`src/rtl/chk_lane.sv`:
```
// One checker lane: tracks the expected next value of a single channel, counts
// its valid beats and detects idle stretches long enough to count as a stall.
module chk_lane #(
    parameter int DATA_W    = 32,
    parameter int CNT_W     = 16,
    parameter int START_VAL = 0,
    parameter int STEP      = 1,
    parameter int STALL_LIM = 64
) (
    input  logic              clk,
    input  logic              reset,
    input  logic              clr,
    input  logic              en,
    input  logic              valid,
    input  logic [DATA_W-1:0] data,
    output logic              mismatch,
    output logic [CNT_W-1:0]  beat_cnt,
    output logic              stall_flag
);
    localparam int IDLE_W = $clog2(STALL_LIM + 1);
    localparam logic [IDLE_W-1:0] IDLE_LIM = IDLE_W'(STALL_LIM);
    localparam logic [DATA_W-1:0] START_V  = DATA_W'(START_VAL);
    localparam logic [DATA_W-1:0] STEP_V   = DATA_W'(STEP);

    logic [DATA_W-1:0] expected;
    logic [IDLE_W-1:0] idle_cnt;

    assign mismatch = en && valid && (data != expected);

    // NOTE: state registers use non-blocking assignments so every flop in the
    // design samples pre-edge values, independent of block evaluation order.
    always_ff @(posedge clk or negedge reset) begin
        if (!reset) begin
            expected   <= START_V;
            beat_cnt   <= '0;
            idle_cnt   <= '0;
            stall_flag <= 1'b0;
        end else if (clr) begin
            expected   <= START_V;
            beat_cnt   <= '0;
            idle_cnt   <= '0;
            stall_flag <= 1'b0;
        end else if (en) begin
            if (valid) begin
                if (!(&beat_cnt))
                    beat_cnt <= beat_cnt + 1'b1;
                // Resync on the observed value so one bad beat is one error.
                expected <= data + STEP_V;
                idle_cnt <= '0;
            end else if (idle_cnt != IDLE_LIM) begin
                idle_cnt <= idle_cnt + 1'b1;
                if (idle_cnt == IDLE_LIM - 1'b1)
                    stall_flag <= 1'b1;
            end
        end
    end

endmodule

```
`config.mk`:
```
export PLATFORM = sky130hd
export DESIGN_NAME = chk_lane
export DESIGN_NICKNAME = d
export VERILOG_FILES = /design/src/rtl/chk_lane.sv
export SDC_FILE = /design/constraint.sdc
export NUM_CORES = 1
export LEC_CHECK = 0
export CAP_MARGIN = 20
export CORE_ASPECT_RATIO = 0.7
export CORE_MARGIN = 1.5
export CORE_UTILIZATION = 40
export DETAILED_ROUTE_END_ITERATION = 16
export HOLD_SLACK_MARGIN = 0.15
export PLACE_DENSITY_LB_ADDON = 0.25
export SLEW_MARGIN = 20
export SYNTH_ARGS = -nofsm -noshare
export SYNTH_HDL_FRONTEND = slang
export SYNTH_SLANG_ARGS = --single-unit
export TNS_END_PERCENT = 10
```
`constraint.sdc`:
```
create_clock -name clk -period 1.7 [get_ports clk]
set_input_delay 0.255 -clock clk [delete_from_list [all_inputs] [get_ports clk]]
set_output_delay 0.255 -clock clk [all_outputs]
set_load 0.005 [all_outputs]
```
Word-level counts from Yosys, hierarchy flattened
Index checks and enable logic that the tools add are counted.
{ "totals": {"ramBits": 0, "regBits": 56, "latchBits": 0, "memories": 0, "out_inout_bits": 18, "mem_bits_ro": 0} }
{ "op_classes": {"order_cmp": 0, "div": 0, "n_addsub": 3, "reduce_logical": 12, "n_eq_ne": 5, "bitwise": 0, "shifts": 0, "mux": 16, "multipliers": 0} }
{ "ops": {"columns": ["op", "count"], "rows": [
  ["$mux 32", 3],
  ["$mux 16", 4],
  ["$add 32x1->32 const B", 1],
  ["$ne 32x32->1", 1],
  ["$mux 7", 4],
  ["$add 16x1->16 const B", 1],
  ["$reduce_and 16->1", 1],
  ["$reduce_bool 2->1", 4],
  ["$add 7x1->7 const B", 1],
  ["$eq 7x6->1 const B", 1],
  ["$ne 7x7->1 const B", 1],
  ["$mux 1", 5],
  ["$ne 2x2->1 const B", 2],
  ["$reduce_and 2->1", 2],
  ["$reduce_and 4->1", 1],
  ["$reduce_and 3->1", 1],
  ["$reduce_bool 3->1", 1],
  ["$logic_and 1x1->1", 2]
]} }

Longest topological paths before layout
{ "depth": {"ltp_word": 6, "mapped_depth": 7} }

Least setup slack after synthesis
Ideal clock, no wire load.
{ "synth_timing": {"path_type": "input -> register", "start": "input data[8]", "end": "register expected[26]", "setup_slack_ns": -0.227, "path_buffers": 2, "setup_time_ns": 0.087, "path_stages": 7, "t_required_ns": 1.613, "arrival_ns": 1.839, "cell_sequence": "buf_2 -> nand4_4 -> or4_4 -> buf_6 -> nor4_2 -> xnor2_1 -> a211oi_2"} }
{ "synth_between": {"elab_chain_cells": 4} }
{ "synth_lines": {"columns": ["item", "line_no", "rtl"], "rows": [
  ["start: declaration", "15", "input logic [DATA_W-1:0] data,"],
  ["$add 32x1->32", "48", "expected <= data + STEP_V;"],
  ["$mux 32", "44", "if (valid) begin"],
  ["$mux 32", "43", "end else if (en) begin"],
  ["$mux 32", "38", "end else if (clr) begin"],
  ["end signal: assignment", "48", null],
  ["end: declaration", "25", "logic [DATA_W-1:0] expected;"]
]} }
Every way passes these cells. The select of a mux whose other input is x is not followed.
A chain may end at the register's enable or synchronous reset.

Worst setup path after layout
{ "layout_timing": {"start": "register expected[23]", "end": "output mismatch"} }
{ "layout_between": {"elab_chain_cells": 2} }
{ "layout_lines": {"columns": ["item", "line_no", "rtl"], "rows": [
  ["$ne 32x32->1", "28", "assign mismatch = en && valid && (data != expected);"],
  ["$logic_and 1x1->1", "28", null],
  ["end: declaration", "16", "output logic mismatch,"]
]} }
Every way passes these cells.

==> flow_summary.toml <==
[power_and_ir_drop]
ir_drop_v = 0.0003275
leakage_nw = 2.073
power_density_nw_per_um2 = 615.2
total_power_w = 0.003133

[clock_tree]
cts_buffer_depth = 2
clkTransAtPathRegs_ns = 0.08
clk_latency_ns = 0.31
htree_levels = 2
cts.sinks = 56
tritoncts = "yes"
clock-root-buffer = "clkbuf_16"
numCtsBuffers = 5

[grt]
grt_max_degree = 40
overflow = 0
grt_pass1_wl_um = 15430
grt_pass1_vias = 3102
grt_antenna_before_repair = 0
grt.total_usage_pct = 21.41

[finish]
finalNetCount = 540
nFillCells = 765
drive_gt1_share_pct = 26.20
final_cells = 620
design_area_um2 = 5092
final_cell_mix = "buf_4, dfrtp_1, xnor2_1, nor2_1, clkdlybuf4s50_1"
layout_commonest_cell = "buf_4"
syn_to_final_growth_pct = 45.67
antennaDiodeCount = 0

[die]
start_util_pct = 41.23
die_x_um = 114.7
rows = 28
die_y_um = 81.22
io_pins = 55
design.core.area_um2 = 8478
dieArea_um2 = 9318

[setup_path]
slowest_delay_ns = 0.41
critPathLaunchType = "flip-flop"
crit_path_end_kind = "output port"
r2r-end = "beat_cnt[1]"
r2r_slack_ns = 0.10
crit_path_cell_trace = "xnor2_2 -> nand4_1 -> nor4_2 -> a21oi_1 -> buf_2"
r2r_start = "beat_cnt[0]"
cp_max_fo = 2
cp_data_arrival_time_ns = 1.63
r2r_cells = 7
crit_slowest_cell = "dfrtp_1"
crit_type = "flip-flop to output port"
worstPathRequired_ns = 1.44

[routing]
top_layer_used = "met4"
dr_total_vias = 3226
avgViaCountPerCell = 5.203
drt_iter0_markers = 141
wl_met3_um = 532
drc = 0
wl_met1_um = 4615
wl_met2_um = 4184
drt_first_pass_iters = 4
routed_wl_um = 9451
detail-route-antenna-nets = 0
wl_per_cell_um = 15.24

[sta]
fmax_mhz = 530.9
hold_viol = 0
worst_slack_ns = -0.1836
finalCriticalPeriod_ns = 1.884
rsz0062_at_grt = "true"
fin_skew_ns = 0.01140
fin_crit_sh_pct = 110.8
relSlewSlack_pct = 72.85
drv_slew = 0
setup_viol = 1
worst_pin_slew_ns = 0.4073

[min_path]
hp-class = "primary input to flip-flop"
whs_path_depth = 2
min_from = "clr"
min_to = "stall_flag"

[synthesis]
ys_seq_elements = 56
syn_nets = 422
syn_area_um2 = 3496
yosysWarnings = 0
synthSimpleGateAreaFrac_pct = 22.87
postSynthCellCount = 381
syn_area_per_cell_um2 = 9.175
synth-compound-area-share_pct = 12.31
synth.area.top_cells = "dfrtp_1, xnor2_1, xor2_1"
synth_top_family_by_area = "simple AND/OR/NAND/NOR gates"
yosysUniqueCellTypes = 34
yosysTopAreaCell = "dfrtp_1"
yosysSeqAreaShare_pct = 40.09
synth_mux_area_share_pct = 0.2863
synthXorXnorAreaFrac_pct = 19.54
synth_top_area_share_pct = 40.09
synthAdderAreaFrac_pct = 1.432

[placement]
gp_congestion = 0.9570
pre_cts_ws_ns = -0.7302
place_hpwl_um = 6979
postPlaceCellArea_um2 = 4791
portBuffers = 54
place_inst = 610

[run_status]
violations = "setup timing"
outcome = "finished, violations left"

[flow_run]
drv_cap = 0
state kept, by name, indices dropped and copies added, names as in the netlist:
name	cells
beat_cnt	16
expected	32
idle_cnt	7
stall_flag	1
worst max path at each step:
stage / from / endpoint
floorplan: data[14] / expected[28]
global placement: data[30] / mismatch
detailed placement: data[8] / expected[24]
CTS: expected[30] / mismatch
global route: expected[14] / mismatch
finish: expected[23] / mismatch
cells by family (layout without fill, tap and decap cells):
logic type,after synthesis,count (layout)
mux,1,1
flops,56,56
buf+inv,30,149
xor+xnor,78,78
simple gates,150,150
compound gates,62,62
fa+ha+maj,4,4
timing repair:
item                                    CTS  global route
pin swaps                                16             7
hold buffers                              1             0
gates resized for setup                  52            17
setup buffers                             1             1
endpoints found under the setup margin   28            39
endpoints found under the hold margin    56             0
cells in the mapped netlist:
cell type	instances
xnor2_1	58
dfrtp_1	56
nor2_1	46
a211oi_1	23
nand3_1	23
o21ai_0	22
nand2_1	20
nand4_1	20
xor2_1	20
clkbuf_1	17
nor3_1	12
inv_1	8
nor4_1	8
nor4_2	6
a211oi_2	5
a21oi_1	4
and3_1	4
ha_1	4
and4_1	3
buf_1	3
a311oi_1	2
and2_1	2
nor4b_1	2
o2111ai_1	2
or3_1	2
a22oi_1	1
a31oi_1	1
buf_2	1
buf_6	1
mux2i_1	1
nand4_4	1
o2bb2ai_1	1
o31ai_1	1
or4_4	1
metal layers:
layer  vias up  global-route usage, %
met1      1543                  31.31
met4         0                  5.926
met3        10                  4.627
met5         -                      0
met2        74                  31.92
li1       1599                      -
where the power goes:
group	internal [W]	switching, W
logic	0.000307	0.000315
registers	0.00138	0.0000418
clock network	0.000559	0.000526
stage by stage:
step	util (%)	hold WS [ns]	setup TNS, ns
final	60.06	0.2199	-0.1836
after global routing	60.06	0.2256	-0.5557
after CTS	59.18	0.2041	-0.2421
after detailed placement	56.51	0.2469	-17.17
after global placement	56.51	0.2460	-15.70
after floorplan	-	-0.04059	-1.269
worst max-delay path, delay by kind of cell (launching register included):
kind	cells	cell delay [ns]
and+or+nand+nor	2	0.46
DFF	1	0.41
xor gates and xnor gates	1	0.21
buffers and inverters	1	0.13
AOI/OAI and AO/OA	1	0.10
cell type report:
cell class / instances / area, µm² / area share, %
Timing Repair Buffer: 133 / 1192 / 23.42
Clock inverter: 3 / 25.02 / 0.4914
Clock buffer: 5 / 125.1 / 2.457
Tap cell: 120 / 150.1 / 2.948
Inverter: 8 / 30.03 / 0.5897
Sequential cell: 56 / 1401 / 27.52
Multi-Input combinational cell: 295 / 2168 / 42.58
Note: power is estimated with default switching activity, not from simulation.
